--- config.mk ---
export PLATFORM = sky130hd
export DESIGN_NAME = clk_meter
export DESIGN_NICKNAME = d
export VERILOG_FILES = /design/src/rtl/clk_meter_pkg.sv /design/src/rtl/clk_meter_sync_edge.sv /design/src/rtl/clk_meter.sv
export SDC_FILE = /design/constraint.sdc
export NUM_CORES = 1
export LEC_CHECK = 0
export ABC_AREA = 1
export BUFFER_PORTS_ARGS = -buffer_cell sky130_fd_sc_hd__buf_2
export CORE_MARGIN = 2
export CORE_UTILIZATION = 54
export CTS_CLUSTER_DIAMETER = 200
export CTS_CLUSTER_SIZE = 8
export DETAILED_ROUTE_END_ITERATION = 7
export GPL_ROUTABILITY_DRIVEN = 1
export PLACE_DENSITY_LB_ADDON = 0.05
export SETUP_SLACK_MARGIN = 0.5
export SLEW_MARGIN = 20
export SYNTH_ARGS = -nofsm -noshare
export SYNTH_HDL_FRONTEND = slang
export SYNTH_SLANG_ARGS = --single-unit
--- constraint.sdc ---
create_clock -name clk -period 1.4 [get_ports clk]
set_input_delay 0.07 -clock clk [delete_from_list [all_inputs] [get_ports clk]]
set_output_delay 0.07 -clock clk [all_outputs]
set_load 0.01 [all_outputs]
--- src/rtl/clk_meter_pkg.sv ---
// Shared types and board constants for the slow-clock meter.
package clk_meter_pkg;

  localparam int unsigned DEF_CNT_W       = 27;
  localparam int unsigned DEF_TIMEOUT_CYC = 100_000_000;
  localparam int unsigned CLK_HZ          = 100_000_000;

  typedef enum logic [1:0] {
    WAIT_FIRST = 2'd0,
    RUN        = 2'd1,
    STALLED    = 2'd2
  } state_t;

endpackage

--- src/rtl/clk_meter_sync_edge.sv ---
// Two-flop synchronizer plus a history flop; reports the synchronized level
// and single-cycle rise/fall indications.
//   clk    : system clock
//   rst    : synchronous active-high reset
//   din    : asynchronous input
//   level  : synchronized level (registered)
//   rise_c : synchronized rising edge (combinational from flops)
//   fall_c : synchronized falling edge (combinational from flops)
module sync_edge (
  input  logic clk,
  input  logic rst,
  input  logic din,
  output logic level,
  output logic rise_c,
  output logic fall_c
);

  logic s1;
  logic s2;
  logic prev;

  // Synchronizer chain and edge history
  always_ff @(posedge clk) begin
    if (rst) begin
      s1   <= 1'b0;
      s2   <= 1'b0;
      prev <= 1'b0;
    end else begin
      s1   <= din;
      s2   <= s1;
      prev <= s2;
    end
  end

  assign level  = s2;
  assign rise_c = s2 & ~prev;
  assign fall_c = ~s2 & prev;

endmodule

--- src/rtl/clk_meter.sv ---
// Measures period and high time of a slow square wave in clk cycles and
// flags a stalled input.
//   clk        : system clock
//   rst        : synchronous active-high reset
//   sig_in     : asynchronous square wave under measurement
//   edge_pulse : one-cycle strobe per synchronized rising edge
//   period     : clk cycles between the last two rising edges
//   high_time  : clk cycles high within that period
//   meas_valid : one-cycle strobe when period/high_time update
//   timeout    : level, no rising edge for TIMEOUT_CYC cycles
module clk_meter
  import clk_meter_pkg::*;
#(
  parameter int unsigned CNT_W       = DEF_CNT_W,
  parameter int unsigned TIMEOUT_CYC = DEF_TIMEOUT_CYC
) (
  input  logic             clk,
  input  logic             rst,
  input  logic             sig_in,
  output logic             edge_pulse,
  output logic [CNT_W-1:0] period,
  output logic [CNT_W-1:0] high_time,
  output logic             meas_valid,
  output logic             timeout
);

  localparam logic [CNT_W-1:0] TO_CNT = CNT_W'(TIMEOUT_CYC);
  localparam logic [CNT_W-1:0] ONE    = CNT_W'(1);

  logic level;
  logic rise_c;
  logic fall_c;

  state_t           state;
  state_t           state_next;
  logic [CNT_W-1:0] pcnt;
  logic [CNT_W-1:0] hcnt;
  logic [CNT_W-1:0] hi_lat;
  logic             start_c;
  logic             meas_c;
  logic             stall_c;

  sync_edge u_sync (
    .clk    (clk),
    .rst    (rst),
    .din    (sig_in),
    .level  (level),
    .rise_c (rise_c),
    .fall_c (fall_c)
  );

  // State register
  always_ff @(posedge clk) begin
    if (rst) state <= WAIT_FIRST;
    else     state <= state_next;
  end

  // Next state; a rise outranks a simultaneous timeout
  always_comb begin
    state_next = state;
    start_c    = 1'b0;
    meas_c     = 1'b0;
    stall_c    = 1'b0;
    case (state)
      WAIT_FIRST: begin
        if (rise_c) begin
          state_next = RUN;
          start_c    = 1'b1;
        end
      end
      RUN: begin
        if (rise_c) begin
          start_c = 1'b1;
          meas_c  = 1'b1;
        end else if (pcnt == TO_CNT) begin
          state_next = STALLED;
          stall_c    = 1'b1;
        end
      end
      STALLED: begin
        if (rise_c) begin
          state_next = RUN;
          start_c    = 1'b1;
        end
      end
      default: state_next = WAIT_FIRST;
    endcase
  end

  // Period and high-time counters; they only advance while measuring
  always_ff @(posedge clk) begin
    if (rst) begin
      pcnt   <= '0;
      hcnt   <= '0;
      hi_lat <= '0;
    end else if (start_c) begin
      pcnt <= ONE;
      hcnt <= ONE;
    end else if (state == RUN) begin
      if (pcnt != TO_CNT) pcnt <= pcnt + ONE;
      if (level && (hcnt != TO_CNT)) hcnt <= hcnt + ONE;
      if (fall_c) hi_lat <= hcnt;
    end
  end

  // Output registers
  always_ff @(posedge clk) begin
    if (rst) begin
      edge_pulse <= 1'b0;
      meas_valid <= 1'b0;
      period     <= '0;
      high_time  <= '0;
      timeout    <= 1'b0;
    end else begin
      edge_pulse <= rise_c;
      meas_valid <= meas_c;
      if (meas_c) begin
        period    <= pcnt;
        high_time <= hi_lat;
      end
      if (stall_c)      timeout <= 1'b1;
      else if (start_c) timeout <= 1'b0;
    end
  end

endmodule
==> results.cfg <==
[sta]
relSlewSlack_pct = 57.3
setup_viol = 139
whs_ns = 0.0727
clock_skew_ns = 0.0126
finalCritPeriodShare_pct = 156
fmax_mhz = 457
fin_ws_ns = -0.787
slew_viol_final = 0
fin_crit_ns = 2.19
grt_setup_unrepaired = yes
hold_viol = 0
tightestPinTransition_ns = 0.641

[global_routing]
gr-usage-met2_pct = 44.4
grtUsageMet3_pct = 6.80
gr-max-usage-layer = met1
overflow = 0
grt_util_all_layers_pct = 31.0
antenna_found_initial = 1
grt_max_degree = 50
grt_pass1_vias = 6307
grt_pass1_wl_um = 32100
grt_util_met1_pct = 46.5

[setup_path]
r2r_slack_ns = -0.79
crit_top_cell = nand4_1
r2r-start = pcnt[1]$_SDFFE_PP0P_
path_cells = inv_4 -> ha_4 -> nand4_1 -> nor2_4 -> buf_4 -> buf_6 -> nand4_1 -> a21oi_1
crit_path_start = pcnt[1]$_SDFFE_PP0P_
critical_path_arrival_ns = 2.46
cpPeakStageDelay_ns = 0.59
slowest_stage = a21oi_1
critPathBufInv = 3
crit_path_end = state[1]$_SDFFE_PP0P_
critPathMaxFanout = 3
critPathRequiredTime_ns = 1.67
cp_top_family = compound AO/OA/AOI/OAI gates
cp.depth = 8
rr_worst_depth = 8
crit_path_end_kind = flop
worst-setup-path-type = reg2reg
r2r_end = state[1]$_SDFFE_PP0P_
worst_setup_path_start_kind = flop

[finish]
multi_input_area_um2 = 4810
area_growth_pct = 72.1
antennaDiodeCount = 0
utilization_pct = 96.3
regArea_um2 = 2990
final_layout_size_suffix_gt1_share_pct = 59.7
fin_nets = 1222
fill_cells = 249

[clock_tree]
numCtsBuffers = 17
cts_root_buffer = clkbuf_16
clk_latency_ns = 0.45
clkSinkCount = 143
clockBufferDepth = 2
clkTransAtPathRegs_ns = 0.07
cts_tree = yes
htreeDepth = 4

[synthesis]
yosys_register_bits = 143
syn-num-nets = 983
seq_area_frac_synth_pct = 42.3
yosys_warnings = 0
ys_types = 27
netlist_instances = 976
netlist_area_um2 = 6780
synth.avg_cell_area_um2 = 6.94

[route]
drc = 28
vias = 9528
drt_iter0_markers = 1985
avgRoutedWirePerCell_um = 27.6
drt-total-wl_um = 38500
firstDrtPassIters = 8
viasPerCell = 6.83
drtAntennaViolNets = 0

[placed_design]
io_buffer_count = 59
hpwl_um = 13100
gp_congestion = 0.950

[hold_path]
hold_class = in2reg

[outcome]
status = finished, violations left
violations = design-rule violations, negative setup slack

[floorplanning]
start_util_pct = 55.9
rows = 40
io_pins = 60
fp.dieW_um = 116
die_y_um = 116
dieArea_um2 = 13500
fp.coreArea_um2 = 12100

[flow_run]
drv_cap = 0

[power_and_ir_drop]
vdd_drop_max_v = 0.000860
power.static_leakage_nw = 4.46
p_total_mw = 9.23
p_per_area_nw_per_um2 = 791
[routing by layer]
layer	routed length, um	up-vias
met3	5910	500
met2	16000	1151
met4	4440	2
met1	12100	4302
met5	13	-
li1	-	3573
[state kept, by name, summed over array words and instances (netlist names)]
signal        cells
hcnt             27
hi_lat           27
high_time        27
pcnt             27
period           27
state             2
edge_pulse        1
meas_valid        1
timeout           1
u_sync.level      1
u_sync.prev       1
u_sync.s1         1
[placed cells by master (no fill, tap or decap), types with 5 or more instances in the layout]
cell / count
nand2_1: 218
buf_4: 144
dfxtp_2: 85
nor2_1: 82
buf_6: 78
nand2_2: 67
a21oi_2: 66
nand2_4: 56
dfxtp_1: 52
inv_1: 48
nor2_2: 44
a211oi_2: 41
nor2_4: 32
nand3_1: 30
xor2_1: 28
clkbuf_16: 26
a21oi_1: 22
inv_2: 15
buf_12: 13
nand3_2: 6
inv_6: 6
dfxtp_4: 6
inv_4: 5
inv_8: 5
buf_16: 5
[final cells by class]
type / instances / area share, %
inverter: 74 / 3.04
clock inverter: 14 / 1.04
clock buffer: 18 / 3.77
timing repair buffer: 257 / 22.9
timing repair inverter: 5 / 0.612
multi-input combinational: 717 / 41.2
tap: 168 / 1.80
sequential: 143 / 25.7
[logic make-up after synthesis]
kind of cell             after synthesis  share of synthesized area, %
AND/OR/NAND/NOR                      544                          32.2
adder cells (fa/ha/maj)                4                         0.739
AO/OA/AOI/OAI                        138                          12.9
flip-flops                           143                          42.3
XOR/XNOR                              30                          3.88
buffers and inverters                117                          8.11
[cells in the mapped netlist]
cell	instances	area (um^2)
inv_2	5	18.8
buf_6	9	101
nand3_1	39	195
a21oi_2	17	149
inv_1	65	244
nor2_2	4	25.0
nand2_4	2	22.5
nor2_4	4	45.0
nand2_8	1	20.0
nand2_1	338	1270
a21oi_1	72	360
o21ai_0	2	10.0
buf_2	14	70.1
o21bai_1	1	7.51
and2_1	1	6.26
inv_4	1	6.26
buf_4	6	45.0
clkinv_1	3	11.3
ha_1	4	50.1
clkbuf_1	14	52.6
nand4_1	3	18.8
xor2_1	30	263
nor3b_1	1	7.51
nor2_1	150	563
a211oi_1	46	345
nand2_2	1	6.26
dfxtp_1	143	2860
[power by group]
group	switching (mW)	internal, mW	leakage, nW	total [mW]
registers	0.0340	4.08	1.20	4.12
clock network	2.17	2.37	0.272	4.54
logic	0.358	0.209	2.99	0.567
[through the flow]
step | setup slack, ns | area, um^2 | TNS, ns | instances
6_report | -0.787 | 11700 | -35.14 | 1396
5_1_grt | -0.762 | 11700 | -40.58 | 1396
4_1_cts | -0.0640 | 9610 | -1.98 | 1344
3_5_place_dp | -0.124 | 8370 | -3.54 | 1290
3_3_place_gp | -0.103 | 8370 | -2.95 | 1290
2_1_floorplan | 0.0363 | 7180 | 0 | 976
[what timing repair did]
| action | CTS | global route |
|---|---|---|
| cloned | 5 | 16 |
| hold endpoints to repair | 10 | 0 |
| hold buffers | 2 | 0 |
| setup buffers | 15 | 36 |
| gates resized for setup | 120 | 417 |
| setup endpoints to repair | 196 | 197 |
| pin swaps | 51 | 114 |
[worst min-delay path, stage by stage]
cell and delay [ns]:
buf_4 0.16, nor2_4 0.07, o21ai_1 0.08, nor2_1 0.07
[worst min path at each step]
stage                     startpoint               endpoint  slack, ns  depth (start not counted)
after floorplan               sig_in   u_sync.s1$_SDFF_PP0_       0.18                          2
after global placement        sig_in   u_sync.s1$_SDFF_PP0_       0.29                          3
after detailed placement      sig_in   u_sync.s1$_SDFF_PP0_       0.29                          3
after CTS                        rst   hcnt[1]$_SDFFE_PP0P_      -0.01                          4
after global routing             rst  hcnt[18]$_SDFFE_PP0P_       0.07                          4
final                            rst  hcnt[18]$_SDFFE_PP0P_       0.07                          4
(Power assumes the default switching activity.)
